<file path="src/rtl/spi_apb_arbiter.sv">
// Two-requester APB arbiter (m0 = ifetch, m1 = load/store) for the SPI master port; round-robin, or strict m0 priority when SPI_ARB_FIXED_PRIO_EN is defined.
// Latency: request -> out_psel +1 cycle, out_penable +2, requester pready at earliest +2 (one added wait state).
// Backpressure: the loser is held in wait states until the granted transfer completes; out_psel drops for one cycle between transfers.
module spi_apb_arbiter #(
    parameter int ADDR_W = 32,
    parameter int DATA_W = 32
) (
    input  logic                clock,
    input  logic                reset,
    input  logic [ADDR_W-1:0]   m0_paddr,
    input  logic                m0_psel,
    input  logic                m0_penable,
    input  logic                m0_pwrite,
    input  logic [DATA_W-1:0]   m0_pwdata,
    input  logic [DATA_W/8-1:0] m0_pstrb,
    input  logic [2:0]          m0_pprot,
    output logic                m0_pready,
    output logic [DATA_W-1:0]   m0_prdata,
    output logic                m0_pslverr,
    input  logic [ADDR_W-1:0]   m1_paddr,
    input  logic                m1_psel,
    input  logic                m1_penable,
    input  logic                m1_pwrite,
    input  logic [DATA_W-1:0]   m1_pwdata,
    input  logic [DATA_W/8-1:0] m1_pstrb,
    input  logic [2:0]          m1_pprot,
    output logic                m1_pready,
    output logic [DATA_W-1:0]   m1_prdata,
    output logic                m1_pslverr,
    output logic [ADDR_W-1:0]   out_paddr,
    output logic                out_pwrite,
    output logic [DATA_W-1:0]   out_pwdata,
    output logic [DATA_W/8-1:0] out_pstrb,
    output logic [2:0]          out_pprot,
    output logic                out_psel,
    output logic                out_penable,
    input  logic                out_pready,
    input  logic [DATA_W-1:0]   out_prdata,
    input  logic                out_pslverr
);

    typedef enum logic [1:0] {IDLE, SETUP, ACCESS} state_t;

    state_t state_q, state_d;
    logic   grant_q;
    logic   last_q;
    logic   win;
    logic   req_any;
    logic   done;

    // Requester penable carries no information for arbitration.
    logic unused_penable;
    assign unused_penable = m0_penable ^ m1_penable;

    assign req_any = m0_psel | m1_psel;
    assign done    = (state_q == ACCESS) && out_pready;

    always_comb begin
        win = m1_psel && !m0_psel;
        if (m0_psel && m1_psel) begin
`ifdef SPI_ARB_FIXED_PRIO_EN
            win = 1'b0;
`else
            win = ~last_q;
`endif
        end
    end

    always_comb begin
        state_d = state_q;
        case (state_q)
            IDLE:    if (req_any) state_d = SETUP;
            SETUP:   state_d = ACCESS;
            ACCESS:  if (out_pready) state_d = IDLE;
            default: state_d = IDLE;
        endcase
    end

    always_ff @(posedge clock or posedge reset) begin
        if (reset) begin
            state_q    <= IDLE;
            grant_q    <= 1'b0;
            last_q     <= 1'b1;
            out_paddr  <= '0;
            out_pwrite <= 1'b0;
            out_pwdata <= '0;
            out_pstrb  <= '0;
            out_pprot  <= '0;
        end else begin
            state_q <= state_d;
            // Downstream fields are captured once per grant so upstream changes cannot leak mid-transfer.
            if (state_q == IDLE && req_any) begin
                grant_q    <= win;
                out_paddr  <= win ? m1_paddr  : m0_paddr;
                out_pwrite <= win ? m1_pwrite : m0_pwrite;
                out_pwdata <= win ? m1_pwdata : m0_pwdata;
                out_pstrb  <= win ? m1_pstrb  : m0_pstrb;
                out_pprot  <= win ? m1_pprot  : m0_pprot;
            end
            if (done) last_q <= grant_q;
        end
    end

    assign out_psel    = (state_q != IDLE);
    assign out_penable = (state_q == ACCESS);

    assign m0_pready  = done && !grant_q;
    assign m1_pready  = done && grant_q;
    assign m0_prdata  = m0_pready ? out_prdata : '0;
    assign m1_prdata  = m1_pready ? out_prdata : '0;
    assign m0_pslverr = m0_pready && out_pslverr;
    assign m1_pslverr = m1_pready && out_pslverr;

endmodule
</file>
<file path="config.mk">
export PLATFORM = sky130hd
export DESIGN_NAME = spi_apb_arbiter
export DESIGN_NICKNAME = d
export VERILOG_FILES = /design/src/rtl/spi_apb_arbiter.sv
export SDC_FILE = /design/constraint.sdc
export NUM_CORES = 1
export LEC_CHECK = 0
export BUFFER_PORTS_ARGS = -buffer_cell sky130_fd_sc_hd__buf_2
export CAP_MARGIN = 20
export CORE_AREA = 3 3 125 127
export CTS_CLUSTER_SIZE = 20
export DETAILED_ROUTE_END_ITERATION = 16
export DIE_AREA = 0 0 128 130
export REMOVE_ABC_BUFFERS = 1
export SLEW_MARGIN = 20
export SYNTH_ARGS = -nofsm -noshare
export SYNTH_HDL_FRONTEND = slang
export SYNTH_SLANG_ARGS = --single-unit
</file>
<file path="constraint.sdc">
create_clock -name clock -period 3.34 [get_ports clock]
set_clock_uncertainty 0.05 [all_clocks]
set_input_delay 0.668 -clock clock [delete_from_list [all_inputs] [get_ports clock]]
set_output_delay 0.668 -clock clock [all_outputs]
set_load 0.02 [all_outputs]
</file>
* After elaboration in Yosys (flattened, before gate mapping)
Index checks and enable logic that the tools add are counted. Widths: inputs -> output; s select.
Word-level totals: input port bits 184, register bits after elaboration 76, output and inout bits 142, logic and storage cells 38
Operators by class: reductions and logical operators 13, mux-type cells 11, equality and inequality tests 4, bitwise operators 2
Operators with widths (count):
- $mux 32 | 4
- $logic_and 1x1->1 | 8
- $pmux 2 s3 | 1
- $mux 2 | 2
- $mux 4 | 1
- $mux 3 | 1
- $eq 2x1->1 const B | 1
- $eq 2x2->1 const B | 1
- $logic_not 1->1 | 2
- $logic_not 2->1 | 1
- $mux 1 | 2
- $ne 2x1->1 const B | 1
- $ne 2x2->1 const B | 1
- $reduce_and 2->1 | 1
- $reduce_bool 2->1 | 1
- $not 1->1 | 1
- $or 1x1->1 | 1

* Logic depth before layout (Yosys ltp)
Gate-level depths: netlist of run 1.
depth after elaboration 4, gate-level depth with buffers 5, gate-level depth less buffers 3

* Worst setup path before layout of run 1
OpenSTA, ideal clock, no wires.
path type register to output, start point register state_q[0], end point output port m0_prdata[23], stages on the path, launching flop included 6, path slack 1.060 ns, data arrival time 1.562 ns, required time 2.622 ns, path buffers 2, path through dfrtp_1 and2b_1 and3_1 clkbuf_1 buf_2 and2_1
Between the ends: word-level cells in the longest chain between the ends 4
RTL lines:
- start: declaration | RTL line 44 | state_t state_q, state_d;
- start signal: assignment | RTL line 90 | state_q <= state_d;
- $eq 2x2->1
- net out_penable | RTL line 36 | output logic out_penable,
- $logic_and 1x1->1 | RTL line 56 | assign done = (state_q == ACCESS) && out_pready;
- $logic_and 1x1->1 | RTL line 107 | assign m0_pready = done && !grant_q;
- net m0_pready | RTL line 17 | output logic m0_pready,
- $mux 32 | RTL line 109 | assign m0_prdata = m0_pready ? out_prdata : '0;
- end: declaration | RTL line 18 | output logic [DATA_W-1:0] m0_prdata,
The timed path passes the listed nets, and every way through them passes these cells.

* Final worst setup path of run 1
start point register state_q[0], end point output port m1_prdata[29]
Between the ends: word-level cells in the longest chain between the ends 4
RTL lines:
- $eq 2x2->1 | RTL line 56
- $logic_and 1x1->1 | RTL line 56
- $logic_and 1x1->1 | RTL line 108 | assign m1_pready = done && grant_q;
- $mux 32 | RTL line 110 | assign m1_prdata = m1_pready ? out_prdata : '0;
- end: declaration | RTL line 28 | output logic [DATA_W-1:0] m1_prdata,
Every way passes these cells.

==> results of run 1 <==
[cells in the mapped netlist]
library cell,instances
and3_1,2
a21bo_1,1
o21ai_0,1
mux2_2,75
nand2b_1,1
a21oi_1,1
and2b_1,1
buf_6,8
dfstp_2,1
inv_1,4
o22ai_1,1
buf_2,10
o21a_1,1
mux2_4,69
and2_1,66
nor2_1,2
dfrtp_1,75
clkbuf_1,6
[power by group]
part,switching (W),internal (W),total [W]
clock network,0.000392,0.000730,0.00112
logic,0.00149,0.00125,0.00274
registers,0.000218,0.00141,0.00162
total,0.00210,0.00339,0.00549
[through the flow]
stage	instance area (um^2)	TNS (ns)	instances
2_1_floorplan	4279	-31.02	301
4_1_cts	6553	0	830
6_report	6563	0	834
5_1_grt	6563	0	834
3_5_place_dp	6211	0	814
3_3_place_gp	6211	0	814
[state kept, by name (all words and copies together), names as in the netlist]
| register | flops |
|---|---|
| state_q | 2 |
| out_pwdata | 32 |
| out_pwrite | 1 |
| last_q | 1 |
| out_paddr | 32 |
| out_pstrb | 4 |
| grant_q | 1 |
| out_pprot | 3 |
[per-layer routing]
layer	track usage, %	up-vias
met2	30.38	194
met1	15.12	1765
li1	-	1754
met4	8.302	0
met3	4.257	21
met5	0	-
[final timing paths]
kind | endpoint | depth (start not counted)
setup / recovery | m1_prdata[29] | 5
hold / removal | out_pwdata[21] | 3
setup reg to reg | out_paddr[26] | 4
hold reg to reg | state_q[1] | 1
max in group asynchronous | last_q | 3
min in group clock | state_q[1] | 1
[worst max-delay path: cells and delay by family, from the launching register on]
kind,cells,cell delay [ns]
buffers and inverters,2,0.45
DFF,1,0.38
and+or+nand+nor,3,0.58
[kinds of logic after synthesis]
logic type / count (synthesis)
simple gates: 72
buf+inv: 28
flops: 76
mux: 144
compound gates: 5
[layout make-up]
type / instances / area share (%)
multi-input cells: 221 / 36.19
flip-flops and latches: 76 / 29.00
repair buffers: 329 / 25.70
well taps: 184 / 3.508
clock buffers: 10 / 3.489
clock inverters: 6 / 1.716
inverters: 4 / 0.2479
diodes: 4 / 0.1525
==> flow_metrics.py, run 1 <==
metrics = {
    "status": {
        "status": "finished clean",
    },
    "finish": {
        "final_util_pct": 45.15,
        "nFillCells": 1388,
        "final_cell_mix": "buf_2 (323), mux2_2 (75), dfrtp_1 (75)",
        "area_growth_pct": 47.75,
        "multi_input_area_mm2": 0.002375,
        "drive_above_1_share_pct": 76.16,
        "num-nets-final": 825,
        "seqCellArea_mm2": 0.001903,
        "final_common_cell": "buf_2",
    },
    "logic_synthesis": {
        "synth_top_area_share_pct": 42.25,
        "synth-seq-cells": 76,
        "synthMuxAreaShare_pct": 42.34,
        "seq_area_frac_synth_pct": 42.85,
        "ys_types": 18,
        "yosysTopAreaCell": "dfrtp_1",
        "yosys-top-cells-area": "dfrtp_1 (42%), mux2_4 (23%), mux2_2 (19%)",
        "synth_top_family_by_area": "multiplexers",
        "syn_inst": 325,
        "yosys.area_share.simple_pct": 10.06,
        "ys_warn_count": 0,
        "synth_xor_area_share_pct": 0,
        "synth_compound_area_share_pct": 0.7606,
        "synthAdderAreaFrac_pct": 0,
        "avgSynthCellArea_um2": 13.67,
        "syn_area_mm2": 0.004442,
    },
    "sta": {
        "hold_viol": 0,
        "setup_viol": 0,
        "final-max-slew-violation-count": 0,
        "finalWorstSetupSlack_ns": 0.8744,
        "rsz0062_at_grt": "false",
        "min_period_ns": 2.466,
        "fmax_mhz": 405.6,
        "period_share_pct": 73.82,
        "tightest_slew_ns": 0.6786,
        "holdWs_ns": 0.3571,
        "slew_headroom_pct": 54.76,
    },
    "drt": {
        "wl_met1_um": 4387,
        "vias": 3734,
        "wl_per_cell_um": 16.38,
        "drc_errors": 0,
        "viasPerCell": 4.477,
        "wl_met3_um": 1207,
        "wirelength_um": 13660,
        "top_layer_used": "met4",
        "ant_nets": 0,
        "drt_iter0_drc": 90,
        "first_pass_iters": 4,
        "route.met2.wl_um": 7719,
    },
    "clock_network": {
        "numCtsBuffers": 9,
        "insertion_delay_ns": 0.34,
        "cts_tree": "done",
        "hold_buffers": 0,
        "clockBufferDepth": 2,
        "cts-root-buf": "clkbuf_16",
        "path_clk_slew_ns": 0.06,
        "postCtsSetupRepairBufs": 0,
        "clkSinkCount": 76,
        "htreeDepth": 3,
        "postCtsResizedCells": 0,
    },
    "floorplanning": {
        "die_w_um": 128,
        "design.core.area_mm2": 0.01453,
        "die-area_mm2": 0.01664,
        "io-pin-count": 326,
        "rows": 44,
        "dieHeight_um": 130,
        "initial_core_util_pct": 30.56,
    },
    "setup_path": {
        "path_class": "register to primary output",
        "path_cells": "and2b_1 -> and3_1 -> buf_4 -> and2_1 -> buf_2",
        "r2r_slack_ns": 1.29,
        "crit_slowest_cell": "dfrtp_1",
        "crit_path_end_kind": "primary output",
        "critPathArrivalTime_ns": 1.75,
        "critical_path.max_stage_delay_ns": 0.38,
        "cp_data_required_time_ns": 2.62,
        "critPathLaunch": "state_q[0]",
        "startpoint_type": "register",
        "r2r_start": "last_q",
        "cp_max_fo": 34,
    },
    "placement": {
        "dp_slack_ns": 0.9725,
        "io_buffers": 323,
        "hpwl_um": 10950,
        "routabilityCongestion": 0.8693,
    },
    "grt": {
        "grt_max_degree": 77,
        "grt-ovfl-total": 0,
        "track_usage_pct": 15.72,
        "antenna_found_initial": 6,
        "grt_pass1_vias": 3824,
        "grt_pass1_wl_um": 19860,
    },
    "power_and_ir_drop": {
        "power_w": 0.005486,
        "power_density_mw_per_mm2": 836.0,
        "p_leak_nw": 3.598,
        "ir_drop_uv": 349.3,
    },
    "job": {
        "drv_cap": 0,
    },
    "worst_hold_path": {
        "min_path_type": "input port to asynchronous set/reset pin",
    },
}
Note: power is estimated with default switching activity, not from simulation.
==> run 2, diff against run 1 <==
--- a/config.mk
+++ b/config.mk
@@ -7,10 +7,11 @@
 export LEC_CHECK = 0
 export BUFFER_PORTS_ARGS = -buffer_cell sky130_fd_sc_hd__buf_2
 export CAP_MARGIN = 20
-export CORE_AREA = 3 3 125 127
+export CORE_AREA = 3 3 124 126
 export CTS_CLUSTER_SIZE = 20
 export DETAILED_ROUTE_END_ITERATION = 16
-export DIE_AREA = 0 0 128 130
+export DIE_AREA = 0 0 127 129
+export PLACE_DENSITY = 0.66
 export REMOVE_ABC_BUFFERS = 1
 export SLEW_MARGIN = 20
 export SYNTH_ARGS = -nofsm -noshare
==> constraint.sdc (replaced) <==
create_clock -name clock -period 2 [get_ports clock]
set_clock_uncertainty 0.05 [all_clocks]
set_input_delay 0.4 -clock clock [delete_from_list [all_inputs] [get_ports clock]]
set_output_delay 0.4 -clock clock [all_outputs]
set_load 0.02 [all_outputs]
==> flow_metrics.py, run 2 (same netlist as run 1, synthesis figures left out) <==
metrics = {
    "status": {
        "status": "finished with violations",
        "violations": "setup timing",
    },
    "floorplanning": {
        "die_w_um": 127,
        "rows": 44,
        "design.core.area_mm2": 0.01442,
        "die-area_mm2": 0.01638,
        "io-pin-count": 326,
        "initial_core_util_pct": 30.79,
        "dieHeight_um": 129,
    },
    "placement": {
        "dp.cells": 816,
        "routabilityCongestion": 0.8579,
        "hpwl_um": 10400,
        "io_buffers": 323,
    },
    "sta": {
        "hold_viol": 0,
        "slew_headroom_pct": 60.92,
        "period_share_pct": 102.8,
        "setup_viol": 66,
        "rsz0062_at_grt": "true",
        "min_period_ns": 2.055,
        "fmax_mhz": 486.5,
        "final-max-slew-violation-count": 0,
        "tightest_slew_ns": 0.5855,
        "finalWorstSetupSlack_ns": -0.05530,
    },
    "setup_path": {
        "rr_worst_depth": 5,
        "crit_path_end_kind": "primary output",
        "startpoint_type": "register",
        "path_class": "register to primary output",
        "critPathArrivalTime_ns": 1.61,
        "r2r_slack_ns": 0.19,
        "cp_data_required_time_ns": 1.55,
        "cp_max_fo": 17,
    },
    "power_and_ir_drop": {
        "pwr-share-comb_pct": 52.5,
        "switching_share_pct": 38.14,
        "power_w": 0.009408,
        "ir_drop_uv": 744.6,
        "seqPwrFrac_pct": 29.2,
        "internal_power_w": 0.005820,
        "switching_power_w": 0.003588,
        "p_leak_nw": 3.739,
        "power_density_mw_per_mm2": 1312,
        "pwr-share-clk_pct": 18.3,
    },
    "drt": {
        "first_pass_iters": 4,
        "wl_met1_um": 4847,
        "ant_nets": 0,
        "wirelength_um": 13930,
        "top_layer_used": "met4",
        "viasPerCell": 4.582,
        "route.met2.wl_um": 7587,
        "wl_met3_um": 1120,
        "wl_per_cell_um": 16.60,
        "vias": 3844,
        "drt_iter0_drc": 75,
        "drc_errors": 0,
    },
    "finish": {
        "reg_top3": "out_paddr x32, out_pwdata x32, out_pstrb x4",
        "area_growth_pct": 61.41,
        "final_common_cell": "buf_2",
        "drive_above_1_share_pct": 82.39,
        "seqCellArea_mm2": 0.001903,
        "num-nets-final": 832,
        "final_cell_mix": "buf_2 (257), mux2_2 (75), dfrtp_1 (75)",
        "final_util_pct": 49.71,
        "multi_input_area_mm2": 0.002476,
        "final_cells": 839,
        "nFillCells": 1273,
    },
    "worst_hold_path": {
        "min_path_type": "input port to asynchronous set/reset pin",
    },
    "clock_network": {
        "insertion_delay_ns": 0.32,
        "cts_tree": "done",
        "numCtsBuffers": 9,
        "htreeDepth": 3,
        "clockBufferDepth": 2,
        "path_clk_slew_ns": 0.06,
        "cts-root-buf": "clkbuf_16",
        "hold_buffers": 0,
        "clkSinkCount": 76,
    },
    "grt": {
        "antenna_found_initial": 2,
        "grt_pass1_wl_um": 21040,
        "grt-ovfl-total": 0,
        "grt_pass1_vias": 4127,
        "grt_max_degree": 75,
        "track_usage_pct": 16.20,
    },
    "job": {
        "drv_cap": 0,
    },
}
-- run 2: path summary, 6_finish.rpt --
check | startpoint | end
max reg2reg | state_q[0] | out_paddr[15]
min in group clock | out_pready | last_q
max | state_q[0] | m1_prdata[25]
min | reset | out_paddr[15]
min reg2reg | state_q[1] | state_q[1]
max in group asynchronous | reset | out_paddr[5]
-- run 2: critical path, cell delays in order (launching register included) --
cell	delay (ns)
dfrtp_1	0.37
and2b_2	0.24
and3_4	0.24
buf_16	0.15
and2_1	0.16
buf_6	0.12
-- run 2: final cells by class --
| class | count | area share [%] |
|---|---|---|
| Multi-Input combinational cell | 221 | 34.54 |
| Timing Repair Buffer | 336 | 30.98 |
| Sequential cell | 76 | 26.54 |
| Tap cell | 184 | 3.211 |
| Clock buffer | 10 | 3.194 |
| Clock inverter | 6 | 1.239 |
| Inverter | 4 | 0.2269 |
| Antenna cell | 2 | 0.06981 |
-- run 2: what timing repair did --
item,in CTS,in global routing
gates cloned,2,0
gates resized for setup,131,46
pin swaps,5,1
buffers inserted,2,1
setup endpoints to repair,68,66
-- run 2: per-stage QoR --
| step | setup WS, ns | hold WS, ns | TNS, ns | cell area, um^2 |
|---|---|---|---|---|
| 4_1_cts | -0.04909 | 0.07387 | -1.925 | 7024 |
| 3_5_place_dp | 0.1657 | 0.4360 | 0 | 6264 |
| 5_1_grt | -0.1161 | 0.1007 | -5.634 | 7169 |
| 6_report | -0.05530 | 0.06192 | -1.594 | 7169 |
| 3_3_place_gp | 0.1964 | 0.4136 | 0 | 6264 |
| 2_1_floorplan | -1.664 | 0.3910 | -152.28 | 4279 |
-- run 2: layer usage --
metal	global-route usage, %	up-vias
li1	-	1762
met4	7.256	0
met2	31.20	211
met1	16.61	1848
met5	0	-
met3	3.736	23
-- run 2: power by group through the flow --
| stage | clock network [W] | logic (W) | registers (W) |
|---|---|---|---|
| 2_1_floorplan | 0 | 0.00220 | 0.00367 |
| 3_3_place_gp | 0 | 0.00456 | 0.00273 |
| 3_5_place_dp | 0 | 0.00467 | 0.00277 |
| 4_1_cts | 0.00178 | 0.00489 | 0.00276 |
| 5_1_grt | 0.00186 | 0.00524 | 0.00287 |
| 6_report | 0.00172 | 0.00494 | 0.00274 |
==> run 3, diff against run 2 <==
==> constraint.sdc (replaced) <==
create_clock -name clock -period 2 [get_ports clock]
set_clock_uncertainty 0.05 [all_clocks]
set_input_delay 0.6 -clock clock [delete_from_list [all_inputs] [get_ports clock]]
set_output_delay 0.6 -clock clock [all_outputs]
set_load 0.02 [all_outputs]
==> flow_metrics.py, run 3 (same netlist as run 1, synthesis figures left out) <==
metrics = {
    "sta": {
        "setup_viol": 68,
        "tightest_slew_ns": 0.3147,
        "finalWorstSetupSlack_ns": -0.2325,
        "period_share_pct": 111.6,
        "fmax_mhz": 447.9,
        "rsz0062_at_grt": "true",
        "min_period_ns": 2.233,
        "slew_headroom_pct": 79.02,
        "hold_viol": 0,
        "final-max-slew-violation-count": 0,
    },
    "setup_path": {
        "r2r_slack_ns": 0.21,
        "startpoint_type": "register",
        "path_class": "register to primary output",
        "cp_data_required_time_ns": 1.35,
        "critPathArrivalTime_ns": 1.58,
        "crit_path_end_kind": "primary output",
        "critical_path.max_stage_delay_ns": 0.38,
        "crit_slowest_cell": "dfrtp_1",
        "cp_max_fo": 17,
        "path_cells": "and2b_1 -> and3_4 -> buf_12 -> and2_1 -> buf_6",
    },
    "clock_network": {
        "cts_tree": "done",
        "cts-root-buf": "clkbuf_16",
        "clockBufferDepth": 2,
        "insertion_delay_ns": 0.33,
        "numCtsBuffers": 9,
        "path_clk_slew_ns": 0.06,
        "clkSinkCount": 76,
        "hold_buffers": 0,
        "postCtsSetupRepairBufs": 0,
        "htreeDepth": 3,
    },
    "job": {
        "drv_cap": 0,
    },
    "drt": {
        "first_pass_iters": 4,
        "drc_errors": 0,
        "vias": 3807,
        "ant_nets": 0,
        "wl_per_cell_um": 16.06,
        "wirelength_um": 13480,
        "viasPerCell": 4.538,
        "drt_iter0_drc": 84,
    },
    "floorplanning": {
        "die-area_mm2": 0.01638,
        "io-pin-count": 326,
        "initial_core_util_pct": 30.79,
        "dieHeight_um": 129,
        "design.core.area_mm2": 0.01442,
        "rows": 44,
        "die_w_um": 127,
    },
    "placement": {
        "hpwl_um": 10240,
        "io_buffers": 323,
        "routabilityCongestion": 0.8695,
        "place_area_mm2": 0.006319,
    },
    "grt": {
        "grt-ovfl-total": 0,
        "track_usage_pct": 15.64,
        "grt_pass1_wl_um": 20330,
        "antenna_found_initial": 2,
        "grt_max_degree": 39,
        "grt_pass1_vias": 4027,
    },
    "finish": {
        "drive_above_1_share_pct": 81.47,
        "seqCellArea_mm2": 0.001903,
        "num-nets-final": 832,
        "nFillCells": 1249,
        "reg_top3": "out_paddr x32, out_pwdata x32, out_pstrb x4",
        "postLayoutCellArea_mm2": 0.007211,
        "multi_input_area_mm2": 0.002462,
        "final_cell_mix": "buf_2 (255), mux2_2 (75), dfrtp_1 (75)",
        "area_growth_pct": 62.34,
        "final_common_cell": "buf_2",
    },
    "power_and_ir_drop": {
        "p_leak_nw": 3.758,
        "power_density_mw_per_mm2": 1316,
        "power_w": 0.009492,
        "ir_drop_uv": 646.6,
    },
    "worst_hold_path": {
        "min_path_type": "input port to asynchronous set/reset pin",
    },
    "status": {
        "status": "finished with violations",
        "violations": "setup timing",
    },
}
==> run 3: changes by cell type in the layout (fill, tap and decap cells not counted), sizes merged <==
cell      before  now
bufinv         2    3
clkinv         3    4
clkinvlp       2    0
==> run 3: per-layer routing <==
| layer | wire length (um) | global-route usage [%] | up-vias |
|---|---|---|---|
| li1 | - | - | 1772 |
| met1 | 4689 | 16.35 | 1824 |
| met2 | 7363 | 29.05 | 196 |
| met3 | 1134 | 4.359 | 15 |
| met4 | 289 | 7.256 | 0 |
| met5 | 0 | 0 | - |
==> run 3: critical path: cells and delay by family (launching register included) <==
kind,cells,cell delay (ns)
buf+inv,2,0.27
flops,1,0.38
simple gates,3,0.62
==> run 3: final cells by class <==
class	instances	area share (%)
multi-input combinational	221	34.15
timing repair buffer	336	31.23
sequential	76	26.39
tap	184	3.193
clock buffer	10	3.175
clock inverter	6	1.562
inverter	4	0.2256
antenna	2	0.06941
==> run 3: timing repair <==
action | CTS | global route
resized for setup | 122 | 49
cloned | 1 | 0
setup endpoints to repair | 68 | 68
pin swaps | 1 | 0
==> run 3: report_power, final <==
part           internal (W)  switching (W)
Clock               0.00122       0.000632
Combinational       0.00239        0.00252
Sequential          0.00235       0.000383
==> run 3: worst paths after layout <==
check                           start            end  cells after the start
setup / recovery           state_q[0]  m1_prdata[10]                      5
min in group clock         state_q[1]     state_q[1]                      1
hold / removal                  reset  out_paddr[18]                      2
max in group asynchronous       reset         last_q                      3
hold reg to reg            state_q[1]     state_q[1]                      1
setup reg to reg               last_q  out_paddr[26]                      4
==> run 3: per-stage QoR <==
step	setup TNS (ns)	setup slack (ns)	std cells	hold WS, ns	util (%)
after floorplan	-191.43	-1.811	301	0.3910	-
after global routing	-20.30	-0.3258	839	0.08895	49.99
after global placement	-1.236	-0.02697	820	0.4178	43.81
after CTS	-15.82	-0.2572	837	0.07909	48.92
final	-14.29	-0.2325	839	0.09765	49.99
after detailed placement	-2.013	-0.04989	820	0.4252	43.81
